`config.mk`:
```
export PLATFORM = sky130hd
export DESIGN_NAME = ham_secded_dec_pipe
export DESIGN_NICKNAME = d
export VERILOG_FILES = /design/src/rtl/ham_pkg.sv /design/src/rtl/ham_dec_lane.sv /design/src/rtl/ham_secded_dec_pipe.sv
export SDC_FILE = /design/constraint.sdc
export NUM_CORES = 1
export LEC_CHECK = 0
export BUFFER_PORTS_ARGS = -buffer_cell sky130_fd_sc_hd__buf_2
export CORE_MARGIN = 3
export CORE_UTILIZATION = 40
export DETAILED_ROUTE_END_ITERATION = 12
export HOLD_SLACK_MARGIN = 0.1
export SLEW_MARGIN = 15
export SYNTH_ARGS = -nofsm -noshare
export SYNTH_HDL_FRONTEND = slang
export SYNTH_HIERARCHICAL = 1
export SYNTH_SLANG_ARGS = --single-unit
```
`constraint.sdc`:
```
create_clock -name i_clk -period 1.8 [get_ports i_clk]
set_input_delay 0.09 -clock i_clk [delete_from_list [all_inputs] [get_ports i_clk]]
set_output_delay 0.09 -clock i_clk [all_outputs]
set_load 0.03 [all_outputs]
```
`src/rtl/ham_pkg.sv`:
```
// Shared types and helpers for the Hamming SECDED decoder pipeline.
// Helpers work on a fixed maximum width; callers pad and pass the live length.
package ham_pkg;

    typedef enum logic [1:0] {
        ERR_NONE = 2'd0,
        ERR_SEC  = 2'd1,
        ERR_DED  = 2'd2
    } err_t;

    localparam int unsigned MAX_ENC  = 127;
    localparam int unsigned MAX_DATA = 120;

    function automatic int unsigned calc_parity_bits(input int unsigned data_bits);
        return $clog2(data_bits) + 1;
    endfunction

    function automatic int unsigned calc_encoded_word(input int unsigned data_bits);
        return data_bits + calc_parity_bits(data_bits);
    endfunction

    function automatic logic is_pow2(input int x);
        return (x > 0) && ((x & (x - 1)) == 0);
    endfunction

    function automatic int unsigned ham_syndrome(input logic [MAX_ENC:1] cw,
                                                 input int unsigned     n);
        int unsigned s;
        s = 0;
        for (int unsigned i = 1; i <= MAX_ENC; i++) begin
            if (i <= n && cw[i]) s = s ^ i;
        end
        return s;
    endfunction

    // Data bits occupy the non-power-of-2 positions, lowest position -> LSB.
    function automatic logic [MAX_DATA-1:0] ham_extract(input logic [MAX_ENC:1] cw,
                                                        input int unsigned     n);
        logic [MAX_DATA-1:0] d;
        int unsigned         k;
        d = '0;
        k = 0;
        for (int unsigned i = 1; i <= MAX_ENC; i++) begin
            if (i <= n && !is_pow2(int'(i)) && k < MAX_DATA) begin
                d[k] = cw[i];
                k    = k + 1;
            end
        end
        return d;
    endfunction

endpackage

```
`src/rtl/ham_dec_lane.sv`:
```
// One 2-stage SECDED decode lane with valid/ready flow control.
// Error counters are built only when HAM_ERR_CNT_EN is defined.
module ham_dec_lane
    import ham_pkg::*;
#(
    parameter int unsigned DATA_BITS    = 32,
    parameter int unsigned PARITY_BITS  = calc_parity_bits(DATA_BITS),
    parameter int unsigned ENCODED_WORD = DATA_BITS + PARITY_BITS,
    parameter int unsigned CNT_W        = 16
) (
    input  logic                    i_clk,
    input  logic                    i_rst,
    input  logic                    i_valid,
    output logic                    o_ready,
    input  logic [ENCODED_WORD+1:1] i_cw,
    output logic                    o_valid,
    input  logic                    i_ready,
    output logic [DATA_BITS-1:0]    o_data,
    output err_t                    o_err,
    output logic [PARITY_BITS-1:0]  o_syndrome,
    input  logic                    i_cnt_clr,
    output logic [CNT_W-1:0]        o_sec_cnt,
    output logic [CNT_W-1:0]        o_ded_cnt
);

    logic                   adv1, adv2;
    logic                   s1_valid;
    logic [ENCODED_WORD:1]  s1_cw;
    logic [PARITY_BITS-1:0] s1_syn;
    logic                   s1_par;

    logic [MAX_ENC:1]       pad_in, pad_fix;
    logic [PARITY_BITS-1:0] syn_in;
    logic                   par_in;
    logic [ENCODED_WORD:1]  cw_fix;
    err_t                   err_nx;
    logic [DATA_BITS-1:0]   data_nx;

    assign adv2    = !o_valid || i_ready;
    assign adv1    = !s1_valid || adv2;
    assign o_ready = adv1;

    always_comb begin
        pad_in                 = '0;
        pad_in[ENCODED_WORD:1] = i_cw[ENCODED_WORD:1];
        syn_in                 = PARITY_BITS'(ham_syndrome(pad_in, ENCODED_WORD));
        par_in                 = ^i_cw;
    end

    always_comb begin
        cw_fix = s1_cw;
        err_nx = ERR_NONE;
        if (!s1_par) begin
            if (s1_syn != '0) err_nx = ERR_DED;
        end else if (s1_syn == '0) begin
            err_nx = ERR_SEC;
        end else if (32'(s1_syn) <= ENCODED_WORD) begin
            err_nx         = ERR_SEC;
            cw_fix[s1_syn] = ~cw_fix[s1_syn];
        end else begin
            err_nx = ERR_DED;
        end
        pad_fix                 = '0;
        pad_fix[ENCODED_WORD:1] = cw_fix;
        data_nx                 = DATA_BITS'(ham_extract(pad_fix, ENCODED_WORD));
    end

    always_ff @(posedge i_clk) begin
        if (i_rst) begin
            s1_valid   <= 1'b0;
            s1_cw      <= '0;
            s1_syn     <= '0;
            s1_par     <= 1'b0;
            o_valid    <= 1'b0;
            o_data     <= '0;
            o_err      <= ERR_NONE;
            o_syndrome <= '0;
        end else begin
            if (adv1) begin
                s1_valid <= i_valid;
                s1_cw    <= i_cw[ENCODED_WORD:1];
                s1_syn   <= syn_in;
                s1_par   <= par_in;
            end
            // Output registers only change on advance, so a stalled result holds.
            if (adv2) begin
                o_valid <= s1_valid;
                if (s1_valid) begin
                    o_data     <= data_nx;
                    o_err      <= err_nx;
                    o_syndrome <= s1_syn;
                end
            end
        end
    end

`ifdef HAM_ERR_CNT_EN
    logic xfer_out;
    assign xfer_out = o_valid && i_ready;

    always_ff @(posedge i_clk) begin
        if (i_rst || i_cnt_clr) begin
            o_sec_cnt <= '0;
            o_ded_cnt <= '0;
        end else if (xfer_out) begin
            if (o_err == ERR_SEC && o_sec_cnt != '1) o_sec_cnt <= o_sec_cnt + 1'b1;
            if (o_err == ERR_DED && o_ded_cnt != '1) o_ded_cnt <= o_ded_cnt + 1'b1;
        end
    end
`else
    logic unused_cnt_clr;
    assign unused_cnt_clr = i_cnt_clr;
    assign o_sec_cnt      = '0;
    assign o_ded_cnt      = '0;
`endif

endmodule

```
`src/rtl/ham_secded_dec_pipe.sv`:
```
// Multi-port pipelined Hamming SECDED decoder: NUM_PORTS independent lanes.
// Define HAM_ERR_CNT_EN to build the per-lane SEC/DED error counters.
module ham_secded_dec_pipe
    import ham_pkg::*;
#(
    parameter int unsigned DATA_BITS    = 32,
    parameter int unsigned NUM_PORTS    = 2,
    parameter int unsigned PARITY_BITS  = calc_parity_bits(DATA_BITS),
    parameter int unsigned ENCODED_WORD = DATA_BITS + PARITY_BITS,
    parameter int unsigned CNT_W        = 16
) (
    input  logic                                    i_clk,
    input  logic                                    i_rst,
    input  logic [NUM_PORTS-1:0]                    i_valid,
    output logic [NUM_PORTS-1:0]                    o_ready,
    input  logic [NUM_PORTS-1:0][ENCODED_WORD+1:1]  i_cw,
    output logic [NUM_PORTS-1:0]                    o_valid,
    input  logic [NUM_PORTS-1:0]                    i_ready,
    output logic [NUM_PORTS-1:0][DATA_BITS-1:0]     o_data,
    output logic [NUM_PORTS-1:0][1:0]               o_err,
    output logic [NUM_PORTS-1:0][PARITY_BITS-1:0]   o_syndrome,
    input  logic                                    i_cnt_clr,
    output logic [NUM_PORTS-1:0][CNT_W-1:0]         o_sec_cnt,
    output logic [NUM_PORTS-1:0][CNT_W-1:0]         o_ded_cnt
);

    for (genvar g = 0; g < NUM_PORTS; g++) begin : g_lane
        err_t lane_err;

        ham_dec_lane #(
            .DATA_BITS    (DATA_BITS),
            .PARITY_BITS  (PARITY_BITS),
            .ENCODED_WORD (ENCODED_WORD),
            .CNT_W        (CNT_W)
        ) u_lane (
            .i_clk      (i_clk),
            .i_rst      (i_rst),
            .i_valid    (i_valid[g]),
            .o_ready    (o_ready[g]),
            .i_cw       (i_cw[g]),
            .o_valid    (o_valid[g]),
            .i_ready    (i_ready[g]),
            .o_data     (o_data[g]),
            .o_err      (lane_err),
            .o_syndrome (o_syndrome[g]),
            .i_cnt_clr  (i_cnt_clr),
            .o_sec_cnt  (o_sec_cnt[g]),
            .o_ded_cnt  (o_ded_cnt[g])
        );

        assign o_err[g] = lane_err;
    end

endmodule

```
==> impl_metrics.csv <==
group,metric,value,unit
die,io_pins,233,
detailed_routing,routed_wirelength,31300,µm
critical_path,worstPathArrival,2.20,ns
yosys,number_of_enable_flip_flop_cells_after_synthesis,0,
power_and_ir_drop,leakage,5.96,nW
yosys,avgSynthCellArea,8.17,µm²
timing,min_period_over_period,1.03,
yosys,post_synthesis_cell_count,1184,
detailed_routing,drt-wirelength-per-cell,17.0,µm
die,initial_standard_cell_utilization_of_the_core,0.410,
final_layout,fillCellCount,2154,
clocking,cts_buffer_depth,2,
detailed_routing,drt_iter0_drc,737,
final_layout,syn2layout_area_growth,38.6,%
yosys,synth.distinct_cells,59,
die,floorplan.core_area,23600,µm²
critical_path,worst_setup_path_start_kind,"input pin",
yosys,synthArstFlopShare,0,
critical_path,worst_r2r_startpoint,"g_lane[0].u_lane/s1_syn[1]",
final_layout,drive_above_1_share,0.299,
die,row_count,56,
die,die_w,162,µm
final_layout,design_area,13400,µm²
critical_path,highest_cell_delay_on_the_worst_timing_path,0.53,ns
critical_path,first_element_of_the_critical_path,"i_cw[45]",
critical_path,criticalPathCategory,"in2reg",
critical_path,critPathMaxFanout,3,
clocking,cts.clk_slew.worst_paths,0.06,ns
power_and_ir_drop,irDropWorstVdd,0.600,mV
status,outcome,"finished with violations",
yosys,yosys.area_share.simple,0.168,
yosys,ys_ff_latch,174,
final_layout,multi_input_area,5950,µm²
clocking,clock_latency_on_the_worst_skew_pair,0.43,ns
critical_path,worst_ep_required_time,2.14,ns
timing,slew_headroom,0.513,
hold_path,holdCritPathClass,"in2reg",
place,portBuffers,167,
global_route,global_routing_usage_summed_across_all_routing_layers,0.229,
place,pre_cts_worst_setup_slack,-0.194,ns
yosys,yosys_warns,6,
yosys,synthesis.area,9680,µm²
timing,timing_max_transition_violations_final,0,
yosys,ys_seq_area_frac,0.360,
clocking,htreeDepth,4,
timing,max_clock_freq,0.538,GHz
yosys,synth_common_cells,"sky130_fd_sc_hd__nand2_1, sky130_fd_sc_hd__a21oi_1, sky130_fd_sc_hd__dfxtp_1, sky130_fd_sc_hd__xnor2_1, sky130_fd_sc_hd__buf_4",
timing,setup_tns_final,-0.0773,ns
yosys,synth.mux.area_fraction,0.0561,
timing,final_hold_viol_count,0,
global_route,antenna_found_initial,2,
clocking,cts_made_buffers,17,
die,dieArea,26100,µm²
yosys,synth_top_cell_by_area,"sky130_fd_sc_hd__dfxtp_1",
power_and_ir_drop,pwr_density_cell,1140,nW/µm²
power_and_ir_drop,finalPower,15.3,mW
status,failing_checks,"negative setup slack",
timing,setup_viol,4,
timing,tightest_slew,0.731,ns
place,gp_congestion,0.889,
yosys,synth_compound_gate_area_share,0.178,
hold_path,hold_path.startpoint,"i_cw[64]",
global_route,grt_max_degree,96,
yosys,combinational_family_with_the_most_area_after_synthesis,"compound AO/OA/AOI/OAI gates",
timing,grt_setup_unrepaired,"true",
global_route,grt_remaining_overflow,0,
detailed_routing,remaining_drc_errors,0,
die,die_h,162,µm
timing,setup_slack,-0.0601,ns
detailed_routing,final_antenna_net_count,0,
critical_path,crit_chain,"dlygate4sd3_1 > buf_2 > xnor2_1 > xnor2_2 > xnor2_2 > xnor2_1 > xnor3_1 > a211oi_2",
yosys,synth_fa_ha_area_frac,0,
detailed_routing,post_drt_via_cell_ratio,5.07,
yosys,synth-main-ff-cell,"sky130_fd_sc_hd__dfxtp_1",
place,placedInstanceArea,11500,µm²
global_route,grt_pass1_wl,47600,µm
yosys,yosys.area_share.xor_xnor,0.148,
critical_path,slowest_stage,"sky130_fd_sc_hd__dlygate4sd3_1",
final_layout,register_area,3500,µm²
detailed_routing,vias,9343,
yosys,synthMostInstantiatedCell,"sky130_fd_sc_hd__nand2_1",
yosys,yosysTopAreaCellShare,0.360,
clocking,cts_sinks,174,
yosys,cell_types_occupying_the_most_area_after_synthesis,"sky130_fd_sc_hd__dfxtp_1, sky130_fd_sc_hd__a21oi_1, sky130_fd_sc_hd__nand2_1",
run,cap_violations,0,
global_route,grt_pass1_vias,8758,
place,dpl.hpwl,22600,µm
critical_path,capturing_element_type_of_the_critical_path,"register",
detailed_routing,first_pass_detailed_route_iteration_total,7,
timing,finClkSkew,0.0139,ns
final_layout,fin_nets,1597,
clocking,cts_tree,"built",
clocking,cts_root_buf,"sky130_fd_sc_hd__clkbuf_16",
timing,period_needed,1.86,ns
[report_power, final]
part / switching [mW] / internal [mW]
Clock: 1.65 / 2.53
Sequential: 0.447 / 4.23
Combinational: 3.37 / 3.11
Total: 5.46 / 9.87
[placed cells by master, fill, tap and decap left out, drive strengths merged, types with 20 or more instances in the layout]
cell	Yosys	routed
a211oi	36	36
a21oi	190	190
buf	90	309
clkbuf	52	21
conb	2	64
dfxtp	174	174
dlygate4sd3	0	76
mux2i	25	25
nand2	252	252
nor2	64	64
nor3	20	20
xnor2	97	97
xor2	21	21
[sequential cells by signal, summed over array words and instances, names as in the netlist]
signal and flops:
g_lane.u_lane/o_data 64, g_lane.u_lane/o_valid 2, g_lane.u_lane/s1_syn 12, g_lane.u_lane/s1_par 2, g_lane.u_lane/s1_cw 76, g_lane.u_lane/o_syndrome 12
g_lane.u_lane/s1_valid 2, g_lane.u_lane/o_err 4
[metal layers]
metal	routed length, µm	vias to the layer above	GRT usage
met4	531	2	0.0548
met3	2370	40	0.0480
met1	14500	4381	0.329
met2	13800	383	0.351
met5	13	-	0
li1	-	4537	-
[final timing paths]
path,endpoint,slack [ns],depth (start not counted)
max,g_lane[1].u_lane/s1_par,-0.06,8
min,g_lane[1].u_lane/s1_cw[26],0.12,4
max reg2reg,g_lane[0].u_lane/o_data[28],-0.01,6
min reg2reg,g_lane[0].u_lane/o_data[22],0.45,1
[cells by family (layout without fill, tap and decap cells)]
logic type / after synthesis / in the layout
AOI/OAI and AO/OA: 290 / 290
muxes: 46 / 46
and+or+nand+nor: 382 / 382
DFF: 174 / 174
xor gates and xnor gates: 135 / 135
buffers and inverters: 155 / 433
other: 2 / 65
[area by class of cell]
| type | instances | share of cell area |
|---|---|---|
| antenna | 1 | 0.000187 |
| clock buffer | 18 | 0.0327 |
| clock inverter | 13 | 0.0163 |
| inverter | 13 | 0.00429 |
| multi-input combinational | 917 | 0.444 |
| sequential | 174 | 0.261 |
| tap | 319 | 0.0298 |
| timing repair buffer | 389 | 0.212 |
[metrics by stage]
step / hold slack (ns) / cells / utilization
after floorplan: 0.211 / 1246 / -
after global placement: 0.312 / 1729 / 0.487
final: 0.120 / 1844 / 0.568
after CTS: 0.116 / 1837 / 0.552
after global routing: 0.117 / 1844 / 0.568
after detailed placement: 0.314 / 1729 / 0.487
[timing repair]
action	4_1_cts	5_1_grt
pin swaps	0	25
hold buffers	77	0
buffers inserted	0	7
gates cloned	0	1
gates resized for setup	33	60
endpoints found under the setup margin	56	63
endpoints found under the hold margin	77	0
[worst max-delay path, delay by kind of cell]
kind,cells,cell delay (ns)
xor+xnor,5,1.22
compound gates,1,0.21
buf+inv,2,0.68
Note: power is estimated with default switching activity, not from simulation.
